**src/rtl/io_timers_pkg.sv**
```systemverilog
// io_timers_pkg: register offsets, CTRL/STATUS bit positions and the ctrl struct shared by the timer block
package io_timers_pkg;
    localparam logic [2:0] OFF_CTRL      = 3'd0;
    localparam logic [2:0] OFF_STATUS    = 3'd1;
    localparam logic [2:0] OFF_RELOAD_LO = 3'd2;
    localparam logic [2:0] OFF_RELOAD_HI = 3'd3;
    localparam logic [2:0] OFF_COUNT_LO  = 3'd4;
    localparam logic [2:0] OFF_COUNT_HI  = 3'd5;
    localparam int CTRL_EN     = 0;
    localparam int CTRL_RELOAD = 1;
    localparam int CTRL_IE     = 2;
    localparam int CTRL_PSEL   = 4;
    localparam int STATUS_TF   = 0;
    localparam int STATUS_RUN  = 1;
    typedef struct packed {
        logic [2:0] psel;
        logic       ie;
        logic       reload;
        logic       en;
    } ctrl_t;
endpackage

```
**src/rtl/io_timer_channel.sv**
```systemverilog
// io_timer_channel: one 16-bit down-counting timer (prescaler, counter, TF, count staging/shadow) driven by decoded register strobes
module io_timer_channel
    import io_timers_pkg::*;
(
    input  logic        wb_clk_i,
    input  logic        wb_rst_i,
    input  logic [7:0]  data,
    input  logic        wr_ctrl,
    input  logic        wr_status,
    input  logic        wr_reload_lo,
    input  logic        wr_reload_hi,
    input  logic        wr_count_lo,
    input  logic        wr_count_hi,
    input  logic        rd_count_lo,
    output ctrl_t       ctrl,
    output logic        tf,
    output logic [15:0] count,
    output logic [15:0] reload,
    output logic [7:0]  shadow,
    output logic        irq
);
    logic [6:0] psc;
    logic [7:0] stage;
    logic       tick;
    logic       under;
    assign tick  = ctrl.en && !wr_ctrl && psc == (7'd1 << ctrl.psel) - 7'd1;
    assign under = tick && count == 16'd0;
    assign irq   = tf && ctrl.ie;
    always_ff @(posedge wb_clk_i) begin
        if (wb_rst_i) begin
            ctrl   <= '0;
            tf     <= 1'b0;
            count  <= '0;
            reload <= '0;
            shadow <= '0;
            stage  <= '0;
            psc    <= '0;
        end else begin
            psc <= (wr_ctrl || !ctrl.en || tick) ? 7'd0 : psc + 7'd1;
            if (wr_ctrl)
                ctrl <= '{psel: data[CTRL_PSEL+:3], ie: data[CTRL_IE], reload: data[CTRL_RELOAD], en: data[CTRL_EN]};
            else if (under && !ctrl.reload)
                ctrl.en <= 1'b0;
            tf <= under ? 1'b1 : (wr_status && data[STATUS_TF]) ? 1'b0 : tf;
            if (wr_reload_lo)
                reload[7:0] <= data;
            if (wr_reload_hi)
                reload[15:8] <= data;
            if (wr_count_lo)
                stage <= data;
            if (wr_count_hi)
                count <= {data, stage};
            else if (tick)
                count <= count != 16'd0 ? count - 16'd1 : ctrl.reload ? reload : count;
            if (rd_count_lo)
                shadow <= count[15:8];
        end
    end
endmodule

```
**src/rtl/io_timers.sv**
```systemverilog
// io_timers: IO-bus responder with NUM_TIMERS timers at 8n..8n+7; bus_* in, bus_out read mux, irq per timer
module io_timers
    import io_timers_pkg::*;
#(
    parameter int NUM_TIMERS = 2
) (
    input  logic                  wb_clk_i,
    input  logic                  wb_rst_i,
    input  logic                  bus_cyc,
    input  logic                  bus_we,
    input  logic [5:0]            bus_addr,
    input  logic [7:0]            bus_data_in,
    output logic [7:0]            bus_out,
    output logic [NUM_TIMERS-1:0] irq
);
    logic [2:0] ch;
    logic [2:0] off;
    logic [7:0] rd [8];
    assign ch  = bus_addr[5:3];
    assign off = bus_addr[2:0];
    genvar n;
    generate
        for (n = 0; n < 8; n++) begin : g_ch
            if (n < NUM_TIMERS) begin : g_on
                logic        sel;
                logic        wr;
                ctrl_t       ctrl;
                logic        tf;
                logic [15:0] count;
                logic [15:0] reload;
                logic [7:0]  shadow;
                assign sel = bus_cyc && ch == 3'(n);
                assign wr  = sel && bus_we;
                io_timer_channel u_ch (
                    .wb_clk_i     (wb_clk_i),
                    .wb_rst_i     (wb_rst_i),
                    .data         (bus_data_in),
                    .wr_ctrl      (wr && off == OFF_CTRL),
                    .wr_status    (wr && off == OFF_STATUS),
                    .wr_reload_lo (wr && off == OFF_RELOAD_LO),
                    .wr_reload_hi (wr && off == OFF_RELOAD_HI),
                    .wr_count_lo  (wr && off == OFF_COUNT_LO),
                    .wr_count_hi  (wr && off == OFF_COUNT_HI),
                    .rd_count_lo  (sel && !bus_we && off == OFF_COUNT_LO),
                    .ctrl         (ctrl),
                    .tf           (tf),
                    .count        (count),
                    .reload       (reload),
                    .shadow       (shadow),
                    .irq          (irq[n])
                );
                assign rd[n] = off == OFF_CTRL      ? {1'b0, ctrl.psel, 1'b0, ctrl.ie, ctrl.reload, ctrl.en} :
                               off == OFF_STATUS    ? {6'b0, ctrl.en, tf} :
                               off == OFF_RELOAD_LO ? reload[7:0] :
                               off == OFF_RELOAD_HI ? reload[15:8] :
                               off == OFF_COUNT_LO  ? count[7:0] :
                               off == OFF_COUNT_HI  ? shadow : 8'h00;
            end else begin : g_off
                assign rd[n] = 8'h00;
            end
        end
    endgenerate
    assign bus_out = rd[ch];
endmodule

```
**config.mk**
```make
export PLATFORM = sky130hd
export DESIGN_NAME = io_timers
export DESIGN_NICKNAME = d
export VERILOG_FILES = /design/src/rtl/io_timers_pkg.sv /design/src/rtl/io_timer_channel.sv /design/src/rtl/io_timers.sv
export SDC_FILE = /design/constraint.sdc
export NUM_CORES = 1
export LEC_CHECK = 0
export BUFFER_PORTS_ARGS = -buffer_cell sky130_fd_sc_hd__buf_4
export CORE_UTILIZATION = 55
export CTS_CLUSTER_DIAMETER = 120
export DETAILED_ROUTE_END_ITERATION = 16
export GPL_TIMING_DRIVEN = 0
export PLACE_DENSITY_LB_ADDON = 0.08
export SLEW_MARGIN = 20
export SYNTH_ARGS = -nofsm -noshare
export SYNTH_HDL_FRONTEND = slang
export SYNTH_SLANG_ARGS = --single-unit
```
**constraint.sdc**
```tcl
create_clock -name wb_clk_i -period 3.08 [get_ports wb_clk_i]
set_clock_uncertainty 0.05 [all_clocks]
set_input_delay 0.154 -clock wb_clk_i [delete_from_list [all_inputs] [get_ports wb_clk_i]]
set_output_delay 0.154 -clock wb_clk_i [all_outputs]
set_load 0.1 [all_outputs]
```
==> results of run 1 <==
-- critical path, delay by kind of cell, from the launching register on --
family                 cells  cell delay [ns]
and+or+nand+nor            5             1.56
buffers and inverters      1             0.52
DFF                        1             0.41
AOI/OAI and AO/OA          2             0.33
-- registers in the layout (all words and copies together), names as in the netlist --
signal and count:
g_ch.g_on.u_ch.shadow 16, g_ch.g_on.u_ch.stage 16, g_ch.g_on.u_ch.reload 32, g_ch.g_on.u_ch.tf 2, g_ch.g_on.u_ch.count 32, g_ch.g_on.u_ch.ctrl 12
g_ch.g_on.u_ch.psc 14
-- cell type report --
type,instances,share of cell area
plain buffers,63,0.0381
clock buffers,20,0.0566
clock inverters,12,0.0186
inverters,9,0.00428
multi-input cells,650,0.527
flip-flops and latches,124,0.315
well taps,168,0.0266
repair buffers,15,0.0143
-- metal layers --
layer  GRT usage  vias up  part of all wire
met3      0.0895       53              0.10
met4       0.148        0             0.028
met5           0        -                 0
met2       0.570      348              0.45
met1       0.479     3132              0.42
li1            -     3091                 -
-- kinds of logic after synthesis --
logic type,Yosys count,synth area share
AOI/OAI and AO/OA,174,0.169
xor gates and xnor gates,30,0.0379
adders and majority gates,6,0.0108
buffers and inverters,72,0.0480
DFF,124,0.358
muxes,86,0.131
and+or+nand+nor,354,0.246
-- final timing paths --
| kind | from | endpoint | depth (start not counted) |
|---|---|---|---|
| worst min register to register | g_ch[1].g_on.u_ch.stage[2] | g_ch[1].g_on.u_ch.stage[2] | 2 |
| worst max register to register | g_ch[1].g_on.u_ch.count[6] | g_ch[1].g_on.u_ch.count[10] | 8 |
| worst min-delay path | wb_rst_i | g_ch[0].g_on.u_ch.count[13] | 3 |
| worst max-delay path | g_ch[1].g_on.u_ch.count[6] | g_ch[1].g_on.u_ch.count[10] | 8 |
-- report_power, final --
| part | leakage, nW | switching (mW) | total [mW] | internal [mW] |
|---|---|---|---|---|
| Clock | 0.286 | 0.744 | 2.03 | 1.28 |
| Combinational | 1.71 | 0.196 | 0.265 | 0.0689 |
| Sequential | 0.998 | 0.00445 | 1.61 | 1.61 |
-- synthesized netlist by cell type, types with 4 or more instances --
master,instances,area share
xnor2_1,16,0.020
nand2b_1,7,0.0063
a31oi_1,4,0.0036
buf_1,4,0.0022
inv_1,8,0.0043
ha_1,6,0.011
nand2_1,84,0.045
nor2_1,141,0.076
clkbuf_1,47,0.025
a21oi_1,63,0.045
a211oi_1,23,0.025
nand4_1,5,0.0045
o22ai_1,7,0.0063
a22oi_1,12,0.013
or3_1,5,0.0045
mux2i_1,67,0.097
and3_1,6,0.0054
xor2_1,14,0.018
nor3_1,19,0.014
nor4_1,6,0.0054
mux2_2,17,0.028
o21ai_0,23,0.017
nand3_1,35,0.025
dfxtp_1,124,0.36
buf_6,4,0.0065
nor2b_1,11,0.0099
or4_1,7,0.0076
o221ai_1,4,0.0050
-- per-stage QoR --
stage	setup TNS, ns	total power [mW]
6_report	0	3.91
5_1_grt	0	3.99
4_1_cts	0	3.91
3_5_place_dp	0	1.90
3_3_place_gp	0	1.90
2_1_floorplan	-1.71	1.81
==> impl_metrics.json, run 1 <==
{
  "syn_area_per_cell_um2": 8.20,
  "ctsHoldBuffers": 0,
  "layout_commonest_cell": "nor2_1",
  "slew_violations": 0,
  "worst_pin_slew_ns": 1.01,
  "clkTransAtPathRegs_ns": 0.06,
  "ys_seq_area_frac": 0.358,
  "cap_viol_max_count": 0,
  "hold_class": "input port to flip-flop",
  "dr.pass1.iters": 5,
  "antenna_found_initial": 0,
  "yosys_warnings": 0,
  "dr_total_vias": 6624,
  "holdWs_ns": 0.0424,
  "ios": 28,
  "postRouteAntennaNets": 0,
  "cts_setup_buffers": 0,
  "grt_pass1_vias": 6247,
  "die_h_um": 114,
  "grt_pass1_wl_mm": 34.8,
  "drt-initial-drc-count": 882,
  "irDropWorstVdd_uv": 328,
  "ys_types": 78,
  "avgViaCountPerCell": 6.24,
  "ys_async_sr_fraction": 0,
  "wl_per_cell_um": 21.5,
  "multi_input_area_mm2": 0.00416,
  "num-fill-cells": 1136,
  "cts_tree": "built",
  "drt-total-wl_mm": 22.8,
  "grt_usage": 0.363,
  "synth_edf_count": 0,
  "place.gp.congestion": 0.971,
  "crit_slowest_cell": "or4_4",
  "p_leak_nw": 3.00,
  "rows": 40,
  "required_ns": 3.37,
  "io_buffers": 15,
  "endpoint_kind": "flip-flop",
  "p_per_area_mw_per_mm2": 495,
  "seq_area_mm2": 0.00248,
  "slowest_delay_ns": 0.60,
  "cts_buffers": 17,
  "clkLatencyLatePin_ns": 0.43,
  "min_period_ns": 2.96,
  "syn_nets": 870,
  "area.growth.synth_to_final_pct": 13.7,
  "preCtsSetupSlack_ns": 0.0306,
  "rsz0062_at_grt": "no",
  "initial_utilization": 0.571,
  "clockBufferDepth": 2,
  "place_hpwl_mm": 16.4,
  "grt_max_degree": 17,
  "outcome": "complete, no violations",
  "critical_path.cell_chain": "or4_4 -> nand4b_4 -> nor3b_4 -> clkbuf_1 -> nand2_1 -> o21ai_0 -> nor2_1 -> a311oi_2",
  "num-nets-final": 904,
  "worstPathMaxFanout": 10,
  "design.core.area_mm2": 0.0122,
  "final_core_util": 0.649,
  "placed_area_mm2": 0.00729,
  "stdcell_count": 1061,
  "dieArea_mm2": 0.0131,
  "mostFrequentLayoutCells": "nor2_1 (141), dfxtp_1 (124), nand2_1 (84), mux2i_1 (67), a21oi_1 (63)",
  "overflow": 0,
  "ys_ff_latch": 124,
  "crit_type": "flip-flop to flip-flop",
  "finalHoldViolations": 0,
  "postLayoutCellArea_mm2": 0.00789,
  "dieWidth_um": 114,
  "cp.arrival_ns": 3.25,
  "fin_ws_ns": 0.120,
  "h-tree-depth": 4,
  "cp-start-kind": "flip-flop",
  "drive_gt1_frac": 0.119,
  "dominantRegCellSynth": "dfxtp_1",
  "syn-cell-area_mm2": 0.00694,
  "regToRegSetupSlack_ns": 0.12,
  "placed_cells": 1029,
  "relSlewSlack": 0.324,
  "timing.fmax_mhz": 338,
  "drc": 0,
  "diodes": 0,
  "clock_sinks": 124,
  "cts_root_buffer": "clkbuf_16",
  "finalSetupViolCount": 0,
  "synth_cells": 846,
  "cts.repair.resized": 0,
  "period_share": 0.961
}
Power figures use the tool's default switching activity.
==> inputs of run 2 (changes only) <==
==> constraint.sdc (replaced) <==
create_clock -name wb_clk_i -period 3.08 [get_ports wb_clk_i]
set_clock_uncertainty 0.05 [all_clocks]
set_input_delay 0.308 -clock wb_clk_i [delete_from_list [all_inputs] [get_ports wb_clk_i]]
set_output_delay 0.308 -clock wb_clk_i [all_outputs]
set_load 0.1 [all_outputs]
==> impl_metrics.json, run 2 (synthesis gave the netlist of run 1 again) <==
{
  "slew_violations": 0,
  "area.growth.synth_to_final_pct": 14.4,
  "h-tree-depth": 4,
  "timing.fmax_mhz": 342,
  "p_leak_nw": 3.01,
  "required_ns": 2.72,
  "layout_commonest_cell": "nor2_1",
  "grt_pass1_wl_mm": 35.5,
  "cap_viol_max_count": 0,
  "cp.arrival_ns": 2.57,
  "cts_buffers": 17,
  "min_period_ns": 2.93,
  "drt-total-wl_mm": 23.0,
  "clkLatencyLatePin_ns": 0.42,
  "drt-initial-drc-count": 776,
  "hold_class": "input port to flip-flop",
  "clock_sinks": 124,
  "p_per_area_mw_per_mm2": 491,
  "largestRegisters": "g_ch.g_on.u_ch.count x32, g_ch.g_on.u_ch.reload x32",
  "grt_max_degree": 17,
  "grt_usage": 0.370,
  "ctsHoldBuffers": 0,
  "crit_end": "bus_out[0]",
  "worst_pin_slew_ns": 1.06,
  "grt_pass1_vias": 6366,
  "antenna_found_initial": 0,
  "cts_root_buffer": "clkbuf_16",
  "place_hpwl_mm": 16.6,
  "irDropWorstVdd_uv": 487,
  "dieArea_mm2": 0.0131,
  "cp-start-kind": "input port",
  "dr_total_vias": 6602,
  "ff2ff_path_depth": 8,
  "crit_type": "input port to primary output",
  "r2r-start": "g_ch[0].g_on.u_ch.ctrl[4]",
  "regToRegSetupSlack_ns": 0.24,
  "wl_per_cell_um": 21.6,
  "clkTransAtPathRegs_ns": 0.05,
  "fin_ws_ns": 0.155,
  "worstPathMaxFanout": 10,
  "startpoint": "bus_addr[0]",
  "initial_utilization": 0.571,
  "dr.pass1.iters": 6,
  "finalSetupViolCount": 0,
  "die_h_um": 114,
  "dieWidth_um": 114,
  "period_share": 0.950,
  "io_buffers": 15,
  "holdWs_ns": 0.179,
  "overflow": 0,
  "clockBufferDepth": 2,
  "relSlewSlack": 0.296,
  "rows": 40,
  "drive_gt1_frac": 0.129,
  "place.gp.congestion": 0.963,
  "finalHoldViolations": 0,
  "outcome": "complete, no violations",
  "ios": 28,
  "reg2reg_to": "g_ch[0].g_on.u_ch.count[6]",
  "mostFrequentLayoutCells": "nor2_1 (139), dfxtp_1 (124), nand2_1 (84), mux2i_1 (67), a21oi_1 (63)",
  "cts_tree": "built",
  "endpoint_kind": "primary output",
  "avgViaCountPerCell": 6.22,
  "design.core.area_mm2": 0.0122,
  "num-nets-final": 904,
  "rsz0062_at_grt": "no",
  "diodes": 0,
  "drc": 0,
  "postRouteAntennaNets": 0,
  "preCtsSetupSlack_ns": -0.365
}
==> run 2: per-stage QoR <==
step / util / power, mW / TNS (ns) / std cells / instance area [um2]
finish: 0.653 / 3.90 / 0 / 1061 / 7940
global placement: 0.603 / 1.90 / -1.45 / 1029 / 7330
CTS: 0.652 / 3.89 / 0 / 1061 / 7930
floorplan: - / 1.82 / -0.899 / 846 / 7010
global route: 0.653 / 4.00 / 0 / 1061 / 7940
detailed placement: 0.603 / 1.90 / -1.61 / 1029 / 7330
==> run 2: repair_timing <==
action                                  in CTS  in global routing
endpoints found under the setup margin       7                 11
resized for setup                            2                  7
setup buffers                                0                  0
==> run 2: layout make-up <==
type,instances,area [um2]
Buffer,63,305
Clock buffer,20,457
Clock inverter,12,138
Fill cell,1072,4220
Inverter,9,33.8
Multi-Input combinational cell,650,4200
Sequential cell,124,2480
Tap cell,168,210
Timing Repair Buffer,15,113
==> run 2: power breakdown <==
part | leakage [nW] | switching (mW) | internal (mW)
clock network | 0.287 | 0.779 | 1.24
logic | 1.73 | 0.198 | 0.0704
registers | 0.998 | 0.00443 | 1.61
==> run 2: critical path, cell delays in order <==
cell	delay, ns
clkbuf_2	0.28
clkbuf_2	0.35
clkbuf_2	0.33
nand2_1	0.09
o21ai_0	0.17
a22oi_1	0.12
o221ai_1	0.21
o21ai_0	0.20
nor3_2	0.18
buf_4	0.32
==> run 2: worst min path at each step <==
stage                     depth (start not counted)                     endpoint                        from
after floorplan                                   2   g_ch[0].g_on.u_ch.stage[0]  g_ch[0].g_on.u_ch.stage[0]
after global placement                            2   g_ch[1].g_on.u_ch.stage[5]  g_ch[1].g_on.u_ch.stage[5]
after detailed placement                          2   g_ch[1].g_on.u_ch.stage[5]  g_ch[1].g_on.u_ch.stage[5]
after CTS                                         3  g_ch[0].g_on.u_ch.count[13]                    wb_rst_i
after global routing                              3  g_ch[0].g_on.u_ch.count[13]                    wb_rst_i
final                                             3  g_ch[0].g_on.u_ch.count[13]                    wb_rst_i
==> run 2: per-layer routing <==
metal / vias up / GRT usage / part of all wire
met1: 3120 / 0.498 / 0.43
met2: 336 / 0.574 / 0.45
li1: 3090 / - / -
met4: 0 / 0.145 / 0.028
met5: - / 0 / 0
met3: 56 / 0.0884 / 0.094
